### src/rtl/wf_fetch_rr_scheduler_pkg.sv
// Shared constants and types for the wavefront fetch scheduler.
package wf_fetch_rr_scheduler_pkg;

  localparam int NUM_WF  = 40;
  localparam int WFID_W  = 6;
  localparam int WF_LAST = NUM_WF - 1;

  typedef logic [WFID_W-1:0] wfid_t;

  // IDLE: searching for an eligible wavefront; OFFER: grant held until ack
  typedef enum logic [0:0] {
    ST_IDLE  = 1'b0,
    ST_OFFER = 1'b1
  } fetch_state_e;

endpackage

### src/rtl/wf_rr_pick.sv
// Round-robin picker: first eligible wavefront at or after last_ptr+1, wrapping at NUM_WF.
module wf_rr_pick #(
  parameter int NUM_WF = 40,
  parameter int WFID_W = 6
) (
  input  logic [NUM_WF-1:0] eligible,
  input  logic [WFID_W-1:0] last_ptr,
  output logic              any_eligible,
  output logic [WFID_W-1:0] pick_wfid
);

  localparam logic [WFID_W:0] NWF = (WFID_W+1)'(NUM_WF);

  logic [WFID_W:0]   start_sum;
  logic [WFID_W:0]   start;
  logic [NUM_WF-1:0] rot;
  logic [WFID_W-1:0] offset;
  logic [WFID_W:0]   pick_sum;

  // Search start: last_ptr+1 with one conditional subtract so it never leaves 0..NUM_WF-1
  always_comb begin
    start_sum = {1'b0, last_ptr} + (WFID_W+1)'(1);
    start     = (start_sum >= NWF) ? (start_sum - NWF) : start_sum;
  end

  // Rotate eligibility so bit 0 is the start index; indices >= NUM_WF are never formed
  always_comb begin
    logic [WFID_W:0] idx;
    rot = '0;
    for (int i = 0; i < NUM_WF; i++) begin
      idx = start + (WFID_W+1)'(i);
      if (idx >= NWF) idx = idx - NWF;
      rot[i] = eligible[WFID_W'(idx)];
    end
  end

  // Lowest set bit of the rotated vector is the round-robin winner
  always_comb begin
    any_eligible = 1'b0;
    offset       = '0;
    for (int i = NUM_WF - 1; i >= 0; i--) begin
      if (rot[i]) begin
        any_eligible = 1'b1;
        offset       = WFID_W'(i);
      end
    end
  end

  // Undo the rotation, again modulo NUM_WF
  always_comb begin
    pick_sum  = start + {1'b0, offset};
    pick_wfid = (pick_sum >= NWF) ? WFID_W'(pick_sum - NWF) : WFID_W'(pick_sum);
  end

endmodule

### src/rtl/wf_fetch_rr_scheduler.sv
// Wavefront fetch scheduler: round-robin grant with valid/ack and per-wavefront in-flight masking.
module wf_fetch_rr_scheduler #(
  parameter int NUM_WF = wf_fetch_rr_scheduler_pkg::NUM_WF,
  parameter int WFID_W = wf_fetch_rr_scheduler_pkg::WFID_W
) (
  input  logic              clk,
  input  logic              rst,
  input  logic [NUM_WF-1:0] fetch_ready,
  input  logic              grant_ack,
  input  logic              fetch_done_valid,
  input  logic [WFID_W-1:0] fetch_done_wfid,
  output logic              grant_valid,
  output logic [WFID_W-1:0] grant_wfid,
  output logic [NUM_WF-1:0] outstanding
);

  import wf_fetch_rr_scheduler_pkg::fetch_state_e;
  import wf_fetch_rr_scheduler_pkg::ST_IDLE;
  import wf_fetch_rr_scheduler_pkg::ST_OFFER;

  localparam logic [WFID_W-1:0] LAST_ID = WFID_W'(NUM_WF - 1);

  fetch_state_e      state, state_nxt;
  logic [WFID_W-1:0] last_ptr, last_ptr_nxt;
  logic              grant_valid_nxt;
  logic [WFID_W-1:0] grant_wfid_nxt;
  logic [NUM_WF-1:0] eligible;
  logic [NUM_WF-1:0] set_mask, clr_mask;
  logic              any_eligible;
  logic [WFID_W-1:0] pick_wfid;

  // Registered outstanding only: a done-clear reaches eligibility a cycle later
  assign eligible = fetch_ready & ~outstanding;

  wf_rr_pick #(
    .NUM_WF (NUM_WF),
    .WFID_W (WFID_W)
  ) u_pick (
    .eligible     (eligible),
    .last_ptr     (last_ptr),
    .any_eligible (any_eligible),
    .pick_wfid    (pick_wfid)
  );

  // Next state: pick in IDLE, hold the committed grant in OFFER until ack
  always_comb begin
    state_nxt       = state;
    grant_valid_nxt = grant_valid;
    grant_wfid_nxt  = grant_wfid;
    last_ptr_nxt    = last_ptr;
    set_mask        = '0;
    case (state)
      ST_IDLE: begin
        if (any_eligible) begin
          state_nxt       = ST_OFFER;
          grant_valid_nxt = 1'b1;
          grant_wfid_nxt  = pick_wfid;
        end
      end
      ST_OFFER: begin
        if (grant_ack) begin
          state_nxt              = ST_IDLE;
          grant_valid_nxt        = 1'b0;
          last_ptr_nxt           = grant_wfid;
          set_mask[grant_wfid]   = 1'b1;
        end
      end
      default: state_nxt = ST_IDLE;
    endcase
  end

  // Fetch return clears its in-flight flag; out-of-range ids are dropped
  always_comb begin
    clr_mask = '0;
    if (fetch_done_valid && (fetch_done_wfid <= LAST_ID)) clr_mask[fetch_done_wfid] = 1'b1;
  end

  // State, grant and pointer registers; set wins so a stray done never cancels a fresh grant
  always_ff @(posedge clk) begin
    if (rst) begin
      state       <= ST_IDLE;
      grant_valid <= 1'b0;
      grant_wfid  <= '0;
      last_ptr    <= LAST_ID;
      outstanding <= '0;
    end else begin
      state       <= state_nxt;
      grant_valid <= grant_valid_nxt;
      grant_wfid  <= grant_wfid_nxt;
      last_ptr    <= last_ptr_nxt;
      outstanding <= (outstanding & ~clr_mask) | set_mask;
    end
  end

endmodule

### config.mk
export PLATFORM = sky130hd
export DESIGN_NAME = wf_fetch_rr_scheduler
export DESIGN_NICKNAME = d
export VERILOG_FILES = /design/src/rtl/wf_fetch_rr_scheduler_pkg.sv /design/src/rtl/wf_rr_pick.sv /design/src/rtl/wf_fetch_rr_scheduler.sv
export SDC_FILE = /design/constraint.sdc
export NUM_CORES = 1
export LEC_CHECK = 0
export BUFFER_PORTS_ARGS = -buffer_cell sky130_fd_sc_hd__buf_2
export CORE_MARGIN = 3
export CORE_UTILIZATION = 40
export CTS_CLUSTER_SIZE = 16
export DETAILED_ROUTE_END_ITERATION = 8
export MAX_ROUTING_LAYER = met4
export PLACE_DENSITY = 0.61
export SETUP_SLACK_MARGIN = 0.5
export SYNTH_ARGS = -nofsm -noshare
export SYNTH_HDL_FRONTEND = slang
export SYNTH_SLANG_ARGS = --single-unit
### constraint.sdc
create_clock -name clk -period 9.9 [get_ports clk]
set_clock_uncertainty 0.05 [all_clocks]
set_input_delay 1.485 -clock clk [delete_from_list [all_inputs] [get_ports clk]]
set_output_delay 1.485 -clock clk [all_outputs]
set_load 0.01 [all_outputs]
* Word-level counts from Yosys, hierarchy flattened
Cells that the tools add are included.
Storage, ports and cells: logic and storage cells 404, bits in registers 54, input port bits 50, output and inout port bits 47
Operators by class: bitwise gates (word level) 6, add/sub/neg operators 83, reductions and logical operators 6, eq/ne operators 2, muxes and demuxes 215, magnitude comparators 87
Operators with widths (number):
- $mux 6 | 81
- $ge 7x6->1 const B | 42
- $lt 6x7->1 const B | 42
- $sub 6x6->6 const B | 41
- $bmux 1 s6 | 40
- $mux 40 | 3
- $add 7x5->7 const B | 16
- $mux 1 | 86
- $and 40x40->40 | 2
- $not 40->40 | 2
- $add 7x4->7 const B | 8
- $add 7x6->7 const B | 8
- $or 40x40->40 | 1
- $add 7x3->7 const B | 4
- $add 7x2->7 const B | 2
- $demux 1 s6 | 2
- $ge 6x1->1 const B | 2
- $add 6x1->7 const B | 1
- $add 7x1->7 const B | 1
- $add 7x6->7 | 1
- $mux 7 | 1
- $sub 7x6->7 const B | 1
- $le 6x6->1 const B | 1
- $reduce_and 2->1 | 3
- other kinds (4) | 8

* Depth between registers and ports, before layout
depth after elaboration 51, mapped depth 43, depth with buffers taken out 39

* Modules after synthesis
A second synthesis with hierarchy kept.
Unflattened totals: cells, all modules 2021, area total of the unflattened synthesis 14538.9 um^2
Modules (own cells, without submodules):
- wf_rr_pick | times used 1, area an instance 12159.2 um^2, seq. area each 0.0 um^2, cells an instance 1751
- wf_fetch_rr_scheduler | times used 1, area an instance 2379.8 um^2, seq. area each 1081.0 um^2, cells an instance 270

* Worst setup path after synthesis
Ideal clock, no wire load.
path type reg-to-reg, from register last_ptr[0], to register grant_wfid[3], cell stages (with the launch flop) 40, slack 0.921 ns, buffers on the path 7, arrival time 8.806 ns, required time 9.727 ns, cell sequence dfxtp_1 > clkbuf_1 > inv_2 > buf_2 > buf_2 > ha_1 > inv_2 > buf_1 > clkbuf_1 > ha_1 > clkbuf_1 > xnor2_1 > mux2i_1 > xor2_1 > a211oi_1 > nor3_1 > clkbuf_1 > ha_1 > [4 not listed] > mux2i_1 > a221oi_1 > nand2b_1 > a21oi_1 > a21oi_1 > o41a_1 > o311a_1 > fa_1 > a21oi_1 > nor2_1 > nor2_1 > xnor2_1 > ha_1 > nand2_1 > a21oi_1 > xnor2_1 > nor2_1 > mux2_1
On the way: cells in the longest elaborated chain, start to end 51
Ends and longest elaborated chain:
- from (decl) | RTL line wf_fetch_rr_scheduler.sv:24 | logic [WFID_W-1:0] last_ptr, last_ptr_nxt;
- from (signal assigned) | RTL line wf_fetch_rr_scheduler.sv:90 | last_ptr <= last_ptr_nxt;
- $add 6x1->7 * | RTL line wf_rr_pick.sv:22 | start_sum = {1'b0, last_ptr} + (WFID_W+1)'(1);
- $sub 7x6->7 / $ge 7x6->1 (equally long branches) | RTL line wf_rr_pick.sv:23 | start = (start_sum >= NWF) ? (start_sum - NWF) : start_sum;
- $mux 7 * | RTL line wf_rr_pick.sv:23
- $add 7x6->7 | RTL line wf_rr_pick.sv:31 | idx = start + (WFID_W+1)'(i);
- $sub 6x6->6 / $ge 7x6->1 (equally long branches) | RTL line wf_rr_pick.sv:32 | if (idx >= NWF) idx = idx - NWF;
- $mux 6 | RTL line wf_rr_pick.sv:32
- $bmux 1 s6 | RTL line wf_rr_pick.sv:33 | rot[i] = eligible[WFID_W'(idx)];
- $mux 1 (not written as such) | RTL line wf_rr_pick.sv:33
- $mux 6 (40 in a row) | RTL line wf_rr_pick.sv:42 | if (rot[i]) begin
- $add 7x6->7 | RTL line wf_rr_pick.sv:51 | pick_sum = start + {1'b0, offset};
- $sub 6x6->6 / $ge 7x6->1 (equally long branches) | RTL line wf_rr_pick.sv:52 | pick_wfid = (pick_sum >= NWF) ? WFID_W'(pick_sum - NWF) : WFID_W'(pick_sum);
- $mux 6 | RTL line wf_rr_pick.sv:52
- to (signal assigned) | RTL line wf_fetch_rr_scheduler.sv:89 | grant_wfid <= grant_wfid_nxt;
- to (decl) | RTL line wf_fetch_rr_scheduler.sv:13 | output logic [WFID_W-1:0] grant_wfid,
Mark *: on every way between the ends. The rest lies on a longest branch, timed or not. The select of a mux whose other input is x is not followed. A chain may end at the register's enable or synchronous reset.

* Final worst setup path
from register last_ptr[2], to register grant_wfid[4]
Same word-level chain as after synthesis.

==> reports/summary.txt <==
Sink Count: 54
Top FF cell, synth: dfxtp_1
Area Growth Syn to Fin: 9.015%
Hold Path Class: flip-flop to flip-flop
CP max stage delay: 520 ps
Skew-Pair Late Insertion Delay: 310 ps
Max_slew headroom: 25.82%
P per Cell Area: 339.6 mW/mm2
Fmax: 112.2 MHz
Worst Hold Path Cells: 1
Flop-to-flop setup slack: 990 ps
Peak supply drop: 0.2006 mV
Pre-CTS setup slack: 657.6 ps
R2r startpoint: last_ptr[2]$_SDFFE_PP1P_
DIE AREA: 0.03758 mm2
Vias in the first global route: 15.36k
GRT Overall Usage: 31.76%
Largest net degree at the start of global routing: 58
Number of vias per cell: 6.751
Share of the yosys chip area belonging to registers: 7.659%
Setup TNS: 0 ps
# rows: 68
Initial Util: 40.76%
Power after layout: 5.225 mW
Top cells by area, synth: dfxtp_1 (7.7%), mux4_2 (7.7%), mux2i_1 (6.6%)
First-pass GRT wire length: 92.76 mm
Final Hold Viols: 0
CTS tree: built
Number of synthesized flops with an enable pin: 0
Synth cell types: 101
Fin crit period: 8912 ps
Synth Register Bits: 54
Final setup viols: 0
Mapped Avg Cell Area: 7.231 um2
Initial DRC Count: 1,855
Port Buffer Count: 96
Critical Path Source Type: flip-flop
Worst Setup EP: grant_wfid[4]$_SDFFE_PP0P_
ANT nets after route: 0
Critical Path Start: last_ptr[2]$_SDFFE_PP1P_
Max cap viols: 0
RePlAce Congestion: 1.040
Drt wl/cell: 25.04 um
Total number of yosys warnings: 0
Synth top cells by count: nand2_1 (199), a21oi_1 (145), o21ai_0 (120)
CTS max path bufs: 2
Ys async rst share: 0%
Post-synth top area cell: dfxtp_1
Total number of vias: 16.59k
Worst-path clk slew: 80 ps
CP Data Arrival Time: 9000 ps
DRT Pass-1 Iters: 5
Slowest CP cell: ha_1
Fin crit share: 90.03%
I/O pins: 97
CP Max Fanout: 31
Final WL: 61.54 mm
GRT overflow: 0
CP Class: flip-flop to flip-flop
Post-Synthesis Cell Area: 0.01411 mm2
R2R depth: 34
Crit path buf inv count: 4
DIE HEIGHT: 193.9 um
Leakage power: 6.072 nW
Initial antenna violation count: 0
Crit path depth: 34
Syn_nets: 2,075
CP required: 9990 ps
Final nets: 2,124
Final worst slack: 987.5 ps
Status: completed
Family with the most delay on the worst path: compound AO/OA/AOI/OAI gates
RSZ-0062 raised after global routing: false
Post-synthesis cell count: 1,952
Root Driver: clkbuf_16
Final core utilization: 44.44%
Die X: 193.9 um
Post-DP HPWL: 48.03 mm
Count leader, synth: nand2_1
Max H-tree Level: 2
FF-to-FF End: grant_wfid[4]$_SDFFE_PP0P_
Synth top area share: 7.659%
Slew @ Worst Pin: 1082 ps
Layout cells sized above 1: 15.98%
Slew Viols, Final: 0
CP Capture Type: flip-flop
Cts bufs inserted: 5
Core region area: 0.03463 mm2
DRC errors left: 0
through the flow:
step	area, um2	hold slack (ps)	instances
finish	15390	423.3	2458
global route	15380	453.1	2457
CTS	15290	426.0	2456
detailed placement	15120	398.5	2448
global placement	15120	402.2	2448
floorplan	14110	455.7	1952
worst register-to-register path, delay by kind of cell (launching register included):
family / cells / cell delay [ps]
multiplexers: 3 / 860
XOR/XNOR: 1 / 210
AND/OR/NAND/NOR: 8 / 1100
flip-flops: 1 / 330
adder cells (fa/ha/maj): 5 / 1800
AO/OA/AOI/OAI: 13 / 3200
buffers and inverters: 4 / 1210
where the power goes:
group | switching [mW] | internal [mW] | leakage, nW
logic | 2.98 | 1.77 | 5.55
clock network | 0.0938 | 0.121 | 0.0844
registers | 0.0273 | 0.233 | 0.438
total | 3.10 | 2.12 | 6.07
sequential cells by signal, summed over array words and instances (netlist names):
name / cells
outstanding: 40
grant_wfid: 6
last_ptr: 6
grant_valid: 1
state: 1
layer usage:
metal  wire (um)  vias up  share of wire (%)  GRT usage [%]
met4        2209        0                3.6          10.74
met1       26680     7944                 43          43.33
met3        5630      137                9.1          4.674
met5           0        -                  0              -
met2       27020      942                 44          48.28
li1            -     7571                  -              -
cell usage in the layout, fill, tap and decap left out, types with 34 or more instances in the layout:
cell and count:
mux2i_1 91, buf_2 96, o21ai_0 120, xnor2_1 77, nor2b_1 34, nand3_1 88
inv_1 59, dfxtp_1 51, mux2_2 42, nand2_1 198, a21oi_1 145, nor3_1 50
buf_4 51, ha_1 68, nand2b_1 55, mux4_2 48, nor2_1 114
area by class of cell:
cell class              count  area (um2)
repair buffers            149       885.9
inverters                  72       272.8
multi-input cells        1719       12400
flip-flops and latches     54        1085
clock buffers               5       125.1
clock inverters             3       47.55
diodes                      1       2.502
fillers                  3578       19240
well taps                 455       569.3
timing repair:
action                     in CTS  in global routing
hold buffers                    0                  0
setup buffers                   0                  1
resized for setup               0                 20
setup endpoints to repair       0                  3
hold endpoints to repair        0                  0
kinds of logic after synthesis:
group                      Yosys count  share of synthesized area [%]
and+or+nand+nor                    724                          26.08
DFF                                 54                          7.659
adders and majority gates           73                          6.524
xor gates and xnor gates            85                          5.381
buffers and inverters              179                          5.212
muxes                              191                          18.24
AOI/OAI and AO/OA                  646                          30.90
worst min-delay path by stage:
stage,start,end,slack (ps)
2_1_floorplan,outstanding[31]$_SDFF_PP0_,outstanding[31]$_SDFF_PP0_,460
3_3_place_gp,grant_valid$_SDFFE_PP0P_,grant_valid$_SDFFE_PP0P_,400
3_5_place_dp,grant_valid$_SDFFE_PP0P_,grant_valid$_SDFFE_PP0P_,400
4_1_cts,grant_valid$_SDFFE_PP0P_,grant_valid$_SDFFE_PP0P_,430
5_1_grt,grant_valid$_SDFFE_PP0P_,grant_valid$_SDFFE_PP0P_,450
6_report,grant_valid$_SDFFE_PP0P_,grant_valid$_SDFFE_PP0P_,420
No activity file was read; power rests on OpenSTA's default activity.
